`src/rtl/btn_sched_pkg.sv`:
```
// btn_sched_pkg: event codes, press FSM states and counter width
// shared by btn_event_sched and btn_press_fsm.
package btn_sched_pkg;

  localparam int CNT_W = 11;

  typedef enum logic [1:0] {
    EVT_SHORT  = 2'b00,
    EVT_LONG   = 2'b01,
    EVT_REPEAT = 2'b10
  } evt_t;

  typedef enum logic [1:0] {
    IDLE  = 2'b00,
    PRESS = 2'b01,
    HELD  = 2'b10
  } fsm_t;

endpackage

```
`src/rtl/btn_event_sched_if.sv`:
```
// btn_event_sched_if: event channel from the scheduler to the
// watch mode FSM (valid/ready plus overwrite pulse).
interface btn_event_sched_if;
  logic       evt_valid;
  logic       evt_ready;
  logic [2:0] evt_btn;
  logic [1:0] evt_type;
  logic       evt_drop;

  modport master (
    output evt_valid,
    output evt_btn,
    output evt_type,
    output evt_drop,
    input  evt_ready
  );

  modport slave (
    input  evt_valid,
    input  evt_btn,
    input  evt_type,
    input  evt_drop,
    output evt_ready
  );
endinterface

```
`src/rtl/btn_press_fsm.sv`:
```
// btn_press_fsm: per-button press classifier with 11-bit hold counter.
// Auto-repeat while held is built only with BTN_REPEAT_EN defined.
module btn_press_fsm
  import btn_sched_pkg::*;
#(
  parameter int LONG_MS   = 1000,
  parameter int REPEAT_MS = 200
) (
  input  logic clk,
  input  logic reset_p,
  input  logic tick_i,
  input  logic pedge_i,
  input  logic nedge_i,
  output logic post_o,
  output evt_t type_o
);

  localparam logic [CNT_W-1:0] LONG_C = CNT_W'(LONG_MS);
`ifdef BTN_REPEAT_EN
  localparam logic [CNT_W-1:0] REP_C = CNT_W'(REPEAT_MS);
`endif

  if (LONG_MS < 1 || LONG_MS > 2047 ||
      REPEAT_MS < 1 || REPEAT_MS > 2047) begin : g_bad_cfg
    $error("btn_press_fsm: LONG_MS/REPEAT_MS out of 1..2047");
  end

  fsm_t             state_q, state_d;
  logic [CNT_W-1:0] cnt_q, cnt_d, cnt_inc;

  // saturating increment
  assign cnt_inc = (&cnt_q) ? cnt_q : cnt_q + 1'b1;

  always_comb begin
    state_d = state_q;
    cnt_d   = cnt_q;
    post_o  = 1'b0;
    type_o  = EVT_SHORT;
    if (pedge_i) begin
      if (!nedge_i) begin
        state_d = PRESS;
        cnt_d   = '0;
      end
    end else begin
      case (state_q)
        PRESS: begin
          if (nedge_i) begin
            post_o  = 1'b1;
            state_d = IDLE;
          end else if (tick_i) begin
            if (cnt_inc == LONG_C) begin
              post_o  = 1'b1;
              type_o  = EVT_LONG;
              state_d = HELD;
              cnt_d   = '0;
            end else begin
              cnt_d = cnt_inc;
            end
          end
        end
        HELD: begin
          if (nedge_i) begin
            state_d = IDLE;
          end
`ifdef BTN_REPEAT_EN
          else if (tick_i) begin
            if (cnt_inc == REP_C) begin
              post_o = 1'b1;
              type_o = EVT_REPEAT;
              cnt_d  = '0;
            end else begin
              cnt_d = cnt_inc;
            end
          end
`endif
        end
        default: ;
      endcase
    end
  end

  always_ff @(posedge clk) begin
    if (reset_p) begin
      state_q <= IDLE;
      cnt_q   <= '0;
    end else begin
      state_q <= state_d;
      cnt_q   <= cnt_d;
    end
  end

endmodule

```
`src/rtl/btn_event_sched.sv`:
```
// btn_event_sched: per-button pending slots, round-robin arbiter and
// 1-entry output register; BTN_REPEAT_EN enables REPEAT events.
module btn_event_sched
  import btn_sched_pkg::*;
#(
  parameter int N_BTN     = 4,
  parameter int LONG_MS   = 1000,
  parameter int REPEAT_MS = 200
) (
  input  logic             clk,
  input  logic             reset_p,
  input  logic             tick_ms,
  input  logic [N_BTN-1:0] btn_pedge,
  input  logic [N_BTN-1:0] btn_nedge,
  btn_event_sched_if.master evt
);

  localparam int IDX_W = (N_BTN > 1) ? $clog2(N_BTN) : 1;

  if (N_BTN < 2 || N_BTN > 8) begin : g_bad_cfg
    $error("btn_event_sched: N_BTN out of 2..8");
  end

  logic [N_BTN-1:0]      post;
  logic [N_BTN-1:0][1:0] ptype;
  logic [N_BTN-1:0]      full_q, full_d;
  logic [N_BTN-1:0][1:0] slot_q, slot_d;
  logic [IDX_W-1:0]      rr_q, gnt_idx;
  logic                  gnt_vld, grant;
  logic                  vld_q, drop_q, drop_d;
  logic [2:0]            btn_q;
  evt_t                  type_q;
  int                    j;

  for (genvar g = 0; g < N_BTN; g++) begin : g_btn
    btn_press_fsm #(
      .LONG_MS   (LONG_MS),
      .REPEAT_MS (REPEAT_MS)
    ) u_fsm (
      .clk     (clk),
      .reset_p (reset_p),
      .tick_i  (tick_ms),
      .pedge_i (btn_pedge[g]),
      .nedge_i (btn_nedge[g]),
      .post_o  (post[g]),
      .type_o  (ptype[g])
    );
  end

  // first full slot after the last granted one
  always_comb begin
    gnt_vld = 1'b0;
    gnt_idx = '0;
    j       = 0;
    for (int k = 1; k <= N_BTN; k++) begin
      j = int'(rr_q) + k;
      if (j >= N_BTN) j = j - N_BTN;
      if (!gnt_vld && full_q[IDX_W'(j)]) begin
        gnt_vld = 1'b1;
        gnt_idx = IDX_W'(j);
      end
    end
  end

  assign grant = gnt_vld && (!vld_q || evt.evt_ready);

  // a post racing a grant on the same slot refills it, no drop
  always_comb begin
    full_d = full_q;
    slot_d = slot_q;
    drop_d = 1'b0;
    if (grant) full_d[gnt_idx] = 1'b0;
    for (int i = 0; i < N_BTN; i++) begin
      if (post[i]) begin
        if (full_q[i] && !(grant && gnt_idx == IDX_W'(i)))
          drop_d = 1'b1;
        full_d[i] = 1'b1;
        slot_d[i] = ptype[i];
      end
    end
  end

  always_ff @(posedge clk) begin
    if (reset_p) begin
      full_q <= '0;
      slot_q <= '0;
      rr_q   <= '0;
      vld_q  <= 1'b0;
      btn_q  <= '0;
      type_q <= EVT_SHORT;
      drop_q <= 1'b0;
    end else begin
      full_q <= full_d;
      slot_q <= slot_d;
      drop_q <= drop_d;
      if (grant) begin
        vld_q  <= 1'b1;
        btn_q  <= 3'(gnt_idx);
        type_q <= evt_t'(slot_q[gnt_idx]);
        rr_q   <= gnt_idx;
      end else if (evt.evt_ready) begin
        vld_q <= 1'b0;
      end
    end
  end

  assign evt.evt_valid = vld_q;
  assign evt.evt_btn   = btn_q;
  assign evt.evt_type  = type_q;
  assign evt.evt_drop  = drop_q;

endmodule
```
`src/flat_wrapper.sv`:
```
// flat-port wrapper written by rule: the top's interface ports become plain ports
module btn_event_sched_flat import btn_sched_pkg::*;
#(
  parameter int N_BTN     = 4,
  parameter int LONG_MS   = 1000,
  parameter int REPEAT_MS = 200
)
  (clk, reset_p, tick_ms, btn_pedge, btn_nedge, evt_evt_valid, evt_evt_btn, evt_evt_type, evt_evt_drop, evt_evt_ready);
  btn_event_sched_if evt_i ();
  input  logic clk;
  input  logic reset_p;
  input  logic tick_ms;
  input  logic [N_BTN-1:0] btn_pedge;
  input  logic [N_BTN-1:0] btn_nedge;
  output wire logic [$bits(evt_i.evt_valid)-1:0] evt_evt_valid;
  output wire logic [$bits(evt_i.evt_btn)-1:0] evt_evt_btn;
  output wire logic [$bits(evt_i.evt_type)-1:0] evt_evt_type;
  output wire logic [$bits(evt_i.evt_drop)-1:0] evt_evt_drop;
  input wire logic [$bits(evt_i.evt_ready)-1:0] evt_evt_ready;
  assign evt_evt_valid = evt_i.evt_valid;
  assign evt_evt_btn = evt_i.evt_btn;
  assign evt_evt_type = evt_i.evt_type;
  assign evt_evt_drop = evt_i.evt_drop;
  assign evt_i.evt_ready = evt_evt_ready;
  btn_event_sched #(.N_BTN(N_BTN), .LONG_MS(LONG_MS), .REPEAT_MS(REPEAT_MS)) u_core (.clk(clk), .reset_p(reset_p), .tick_ms(tick_ms), .btn_pedge(btn_pedge), .btn_nedge(btn_nedge), .evt(evt_i));
endmodule
```
`config.mk`:
```
export PLATFORM = sky130hd
export DESIGN_NAME = btn_event_sched_flat
export DESIGN_NICKNAME = d
export VERILOG_FILES = /design/src/rtl/btn_sched_pkg.sv /design/src/rtl/btn_event_sched_if.sv /design/src/rtl/btn_press_fsm.sv /design/src/rtl/btn_event_sched.sv /design/src/flat_wrapper.sv
export SDC_FILE = /design/constraint.sdc
export NUM_CORES = 1
export LEC_CHECK = 0
export CAP_MARGIN = 30
export CELL_PAD_IN_SITES_DETAIL_PLACEMENT = 1
export CELL_PAD_IN_SITES_GLOBAL_PLACEMENT = 2
export CORE_UTILIZATION = 40
export DETAILED_ROUTE_END_ITERATION = 7
export PLACE_DENSITY = 0.85
export SYNTH_ARGS = -nofsm -noshare
export SYNTH_HDL_FRONTEND = slang
export SYNTH_HIERARCHICAL = 1
export SYNTH_SLANG_ARGS = --single-unit
```
`constraint.sdc`:
```
create_clock -name clk -period 3.5 [get_ports clk]
set_input_delay 0.7 -clock clk [delete_from_list [all_inputs] [get_ports clk]]
set_output_delay 0.7 -clock clk [all_outputs]
set_load 0.05 [all_outputs]
```
# Word-level counts from Yosys, hierarchy flattened
# Index checks and enable logic that the tools add are counted.
[word_totals] ff_bits=70 in_bits=12 out_inout_bits=7 word_cells=270
[op_classes] add_sub_neg=12 order_cmp=10 n_eq_ne=31 mux=139 bitwise_logic=6 n_reduce_logical=52
[op_table] op="$mux W11" n=28
[op_table] op="$mux W1" n=67
[op_table] op="$mux W2" n=33
[op_table] op="$add A11 B1 Y11 const B" n=4
[op_table] op="$eq A11 B10 Y1 const B" n=4
[op_table] op="$reduce_and A11 Y1" n=4
[op_table] op="$ne A4 B4 Y1 const B" n=8
[op_table] op="$reduce_bool A2 Y1" n=13
[op_table] op="$reduce_and A5 Y1" n=4
[op_table] op="$lt A2 B4 Y1 const B" n=4
[op_table] op="$pmux W2 S2" n=4
[op_table] op="$logic_and A1 B1 Y1" n=13
[op_table] op="$eq A2 B2 Y1 const B" n=6
[op_table] op="$ne A3 B3 Y1 const B" n=4
[op_table] op="$reduce_and A3 Y1" n=4
[op_table] op="$reduce_bool A3 Y1" n=4
[op_table] op="$eq A2 B1 Y1 const B" n=5
[op_table] op="$ge A3 B3 Y1 const B" n=3
[op_table] op="$bmux W1 S2" n=4
[op_table] op="$logic_not A1 Y1" n=8
[op_table] op="$ne A2 B2 Y1 const B" n=4
[op_table] op="$sub A2 B1 Y2 const B" n=4
[op_table] op="$add A2 B2 Y3 const B" n=2
[op_table] op="$add A2 B3 Y4 const B" n=1
[op_table] op="12 further kinds" n=15

# Depth between registers and ports, before layout
[depth] depth_word=28 ltp_mapped=11 depth_no_buf=10

# Modules after synthesis
# The synthesis kept the hierarchy.
[modules_own_cells] module="btn_press_fsm" n_inst=4 cells_each=116 area_per_inst_um2=910.9 seq_area_each_um2=260.2
[modules_own_cells] module="btn_event_sched" n_inst=1 cells_each=115 area_per_inst_um2=982.2 seq_area_each_um2=360.3

# Least setup slack after synthesis
# OpenSTA, ideal clock, no wires.
[synth_timing] kind="register to register" startpoint="register u_core.g_btn[0].u_fsm.cnt_q[0]" endpoint="register u_core.drop_q, in the netlist u_core/evt.evt_drop" setup_time_ns=0.074 arrival_ns=2.342 required_ns=3.426 slack_ns=1.083 path_stages_with_launch=12 n_path_buf=1 synth_period_minus_slack_ns=2.417 cell_sequence="dfxtp_1 ha_1 and3_1 buf_6 mux2i_1 o2111a_2 a21oi_1 nor4_2 nand2_1 a221oi_1 a31oi_1 a31oi_1"
[synth_between] elab_chain_cells=15 elab_cells_between_ends=16 classes_between="1 x add/sub; 1 x eq/ne; 13 x mux; 1 x reduce/logical"
[synth_rtl] item="start: declaration" line_no="btn_press_fsm.sv:29" rtl="logic [CNT_W-1:0] cnt_q, cnt_d, cnt_inc;"
[synth_rtl] item="start signal: assignment" line_no="btn_press_fsm.sv:88" rtl="cnt_q <= cnt_d;"
[synth_rtl] item="$add A11 B1 Y11 / $reduce_and A11 Y1 (equally long branches)" line_no="btn_press_fsm.sv:32" rtl="assign cnt_inc = (&cnt_q) ? cnt_q : cnt_q + 1'b1;"
[synth_rtl] item="$mux W11 *" line_no="btn_press_fsm.sv:32"
[synth_rtl] item="$eq A11 B10 Y1 *" line_no="btn_press_fsm.sv:51" rtl="if (cnt_inc == LONG_C) begin"
[synth_rtl] item="$mux W1 *" line_no="btn_press_fsm.sv:51"
[synth_rtl] item="$mux W1 *" line_no="btn_press_fsm.sv:50" rtl="end else if (tick_i) begin"
[synth_rtl] item="$mux W1 *" line_no="btn_press_fsm.sv:47" rtl="if (nedge_i) begin"
[synth_rtl] item="$mux W1 *" line_no="btn_press_fsm.sv:45" rtl="case (state_q)"
[synth_rtl] item="$mux W1 *" line_no="btn_press_fsm.sv:39" rtl="if (pedge_i) begin"
[synth_rtl] item="named net u_core.post[0]" line_no="btn_event_sched.sv:24" rtl="logic [N_BTN-1:0] post;"
[synth_rtl] item="$mux W1 *" line_no="btn_event_sched.sv:74" rtl="if (post[i]) begin"
[synth_rtl] item="$mux W1" line_no="btn_event_sched.sv:75" rtl="if (full_q[i] && !(grant && gnt_idx == IDX_W'(i)))"
[synth_rtl] item="$mux W1 *" line_no="btn_event_sched.sv:74"
[synth_rtl] item="$mux W1" line_no="btn_event_sched.sv:75"
[synth_rtl] item="$mux W1 *" line_no="btn_event_sched.sv:74"
[synth_rtl] item="$mux W1" line_no="btn_event_sched.sv:75"
[synth_rtl] item="$mux W1 *" line_no="btn_event_sched.sv:74"
[synth_rtl] item="end signal: assignment" line_no="btn_event_sched.sv:95" rtl="drop_q <= drop_d;"
[synth_rtl] item="end: declaration" line_no="btn_event_sched.sv:30" rtl="logic vld_q, drop_q, drop_d;"
# Mark *: on every way through the listed nets, which the timed path passes. The rest lies on a longest branch.
# A chain may end at the register's enable or synchronous reset.

# Final worst setup path
[layout_timing] startpoint="register u_core.g_btn[2].u_fsm.cnt_q[0]" endpoint="register u_core/slot_q[4] in the netlist's numbering"
[layout_between] elab_chain_cells=8 elab_cells_between_ends=14 classes_between="1 x add/sub; 1 x eq/ne; 11 x mux; 1 x reduce/logical"
[layout_rtl] item="start: declaration" line_no="btn_press_fsm.sv:29"
[layout_rtl] item="start signal: assignment" line_no="btn_press_fsm.sv:88"
[layout_rtl] item="$add A11 B1 Y11 / $reduce_and A11 Y1 (equally long branches)" line_no="btn_press_fsm.sv:32"
[layout_rtl] item="$mux W11 *" line_no="btn_press_fsm.sv:32"
[layout_rtl] item="$eq A11 B10 Y1 *" line_no="btn_press_fsm.sv:51"
[layout_rtl] item="$mux W1 *" line_no="btn_press_fsm.sv:51"
[layout_rtl] item="$mux W1 *" line_no="btn_press_fsm.sv:50"
[layout_rtl] item="$mux W1 *" line_no="btn_press_fsm.sv:47"
[layout_rtl] item="$mux W1 *" line_no="btn_press_fsm.sv:45"
[layout_rtl] item="$mux W1 *" line_no="btn_press_fsm.sv:39"
[layout_rtl] item="named net u_core.post[2]" line_no="btn_event_sched.sv:24"
[layout_rtl] item="end signal: assignment" line_no="btn_event_sched.sv:94" rtl="slot_q <= slot_d;"
[layout_rtl] item="end: declaration" line_no="btn_event_sched.sv:27" rtl="logic [N_BTN-1:0][1:0] slot_q, slot_d;"
# Marked as above.

==> flow_summary.ini <==
[clock_network]
hold_buffers = 0
post_cts_buffers = 0
clk_latency_ns = 0.34
cts.path.max_buffers = 2
cts_tree = yes
cts_sinks = 70
clk_pin_slew_ns = 0.06
htree_num_levels = 3
clockRootBuffer = clkbuf_16
cts_buffers = 9
cts_resized = 0

[sta]
report.final.slew_viol_count = 0
finClkSkew_ns = 0.00797
period_needed_ns = 2.82
grt_setup_unrepaired = no
max_slew_margin_pct = 51.4
hold_viol = 0
tightest_slew_ns = 0.729
period_share_pct = 80.4
tns_ns = 0
finalWorstSetupSlack_ns = 0.685
setup_viol = 0
whs_ns = 0.491
max_freq_ghz = 0.355

[yosys]
synth_top_family_by_area = simple AND/OR/NAND/NOR gates
synth_simple_gate_area_share_pct = 30.5
synth_flop_cell = dfxtp_1
synth_top_area_share_pct = 30.3
syn_inst = 579
synthArstFlopShare_pct = 0
synth_enable_flop_cells = 0
synthMuxAreaShare_pct = 3.25
ys_top_cells_by_area = dfxtp_1 30%, a21oi_1 4.5%, nand3_1 4.2%
synth_compound_gate_area_share_pct = 27.2
synthAdderAreaFrac_pct = 1.08
synth-seq-cells = 70
synth_warnings = 6
syn_area_um2 = 4630
synth-xor-area-share_pct = 0.757
avgSynthCellArea_um2 = 7.99
synth_top_area_cell = dfxtp_1
ys_seq_area_share_pct = 30.3
synth_cell_type_count = 60
syn_nets = 595

[die]
die_x_um = 110
rows = 38
start_util_pct = 41.9
io_pins = 19
fp.dieH_um = 110
die-area_um2 = 12000
core_um2 = 11000

[worst_setup_path]
cp_max_fo = 9
cp.required_ns = 3.72
startpoint_type = register
worstSetupEndpointType = register
arrival_ns = 3.03
r2r_cells = 8
crit_type = reg2reg

[placed_design]
post-place-cells = 711
dp_hpwl_um = 9040
dpl_worst_slack_ns = 0.538
place.gp.congestion = 0.862
place_area_um2 = 4820
io_buffer_count = 17

[cells_and_area]
fin_nets = 598
area_growth_pct = 11.7
fin_cells = 727
drive_gt1_share_pct = 10.6
fin_area_um2 = 5170
num_antenna_cells = 0
fin_util_pct = 46.9

[routing]
remaining_drc_errors = 0
vias = 4381
vias_per_cell = 6.03
totalWireLength_um = 12500
first_pass_iters = 4
ant_nets = 0
wl_per_cell_um = 17.2
first_iter_violations = 215

[grt]
grt_pass1_vias = 4377
antenna_found_initial = 0
overflow = 0
grt_max_degree = 41
grt.total_usage_pct = 22.6
grt_pass1_wl_um = 21200

[min_path]
hold_path.class = reg2reg
hold_path_depth = 2

[flow_run]
cap_viol_max_count = 0

[run_status]
run_status = complete, no violations

[power_and_ir_drop]
p_leak_nw = 1.59
p_per_area_nw_per_um2 = 397
fin_total_pwr_mw = 2.05
ir_drop_uv = 173
critical path: stages, from the launching register on:
cell and delay (ns):
dfxtp_1 0.49, ha_1 0.26, and3_1 0.39, mux2i_1 0.27
o2111a_2 0.31, a21oi_1 0.10, nor4_2 0.52, mux2i_1 0.28
nor2_1 0.05
layer usage:
| layer | part of all wire (%) | GRT usage (%) | up-vias | routed length (µm) |
|---|---|---|---|---|
| met5 | 0 | 0 | - | 0 |
| met4 | 2.4 | 9.71 | 0 | 294 |
| met3 | 2.4 | 3.79 | 23 | 301 |
| met2 | 47 | 37.7 | 56 | 5920 |
| met1 | 48 | 28.6 | 2152 | 6000 |
| li1 | - | - | 2150 | - |
logic make-up (layout without fill, tap and decap cells):
family	after synthesis	in the layout
fa+ha+maj	4	4
xor+xnor	4	4
buf+inv	58	66
simple gates	251	251
flops	70	70
compound gates	172	172
mux	15	15
other cells	5	5
state kept, by name, summed over array words and instances, names as in the netlist:
| register | count |
|---|---|
| u_core/evt.evt_type | 2 |
| u_core/g_btn.u_fsm/cnt_q | 44 |
| u_core/evt.evt_btn | 2 |
| u_core/evt.evt_drop | 1 |
| u_core/slot_q | 8 |
| u_core/evt.evt_valid | 1 |
| u_core/g_btn.u_fsm/state_q | 8 |
| u_core/full_q | 4 |
cells in the mapped netlist (all sizes together) (2+ instances only):
cell,number
dfxtp,70
nand2,53
nor2,46
a21oi,42
nand3,39
o21ai,38
inv,29
nand2b,26
a31oi,22
nor3,17
buf,16
nand4,16
mux2i,15
clkbuf,13
o32ai,13
and3,12
nand3b,8
nor2b,8
a21boi,6
conb,5
nor4,5
o22ai,5
a211o,4
a21bo,4
a22o,4
a32o,4
and2,4
and4,4
ha,4
nand4bb,4
o2111a,4
o2111ai,4
o2bb2ai,4
o31a,4
o31ai,4
or3,4
or3b,4
xor2,4
a311o,2
o211ai,2
area by class of cell:
class                           count  area (µm²)
Fill cell                        1339        5860
Multi-Input combinational cell    451        2930
Sequential cell                    70        1400
Clock buffer                       11         243
Timing Repair Buffer               21         208
Tap cell                          140         175
Inverter                           29         109
Clock inverter                      5         106
layout by cell type (no fill, tap or decap), drive strengths merged, types with 12 or more instances in the layout:
master	instances
nand2	53
o32ai	13
inv	29
a21oi	42
clkdlybuf4s50	16
o21ai	38
nor3	17
nor2	46
mux2i	15
nand4	16
nand3	39
a31oi	22
nand2b	26
dfxtp	70
and3	12
where the power goes:
part | total, mW | internal [mW] | leakage [nW] | switching, mW
Sequential | 0.821 | 0.806 | 0.565 | 0.0148
Combinational | 0.150 | 0.0539 | 0.861 | 0.0965
Clock | 1.08 | 0.717 | 0.166 | 0.365
final timing paths:
path,startpoint,endpoint,slack (ns)
hold / removal,u_core/slot_q[7]$_SDFFE_PP0P_,u_core/slot_q[7]$_SDFFE_PP0P_,0.49
hold reg to reg,u_core/slot_q[7]$_SDFFE_PP0P_,u_core/slot_q[7]$_SDFFE_PP0P_,0.49
setup / recovery,u_core/g_btn[2].u_fsm/cnt_q[0]$_SDFFE_PP0P_,u_core/slot_q[4]$_SDFFE_PP0P_,0.68
setup reg to reg,u_core/g_btn[2].u_fsm/cnt_q[0]$_SDFFE_PP0P_,u_core/slot_q[4]$_SDFFE_PP0P_,0.68
Note: power is estimated with default switching activity, not from simulation.
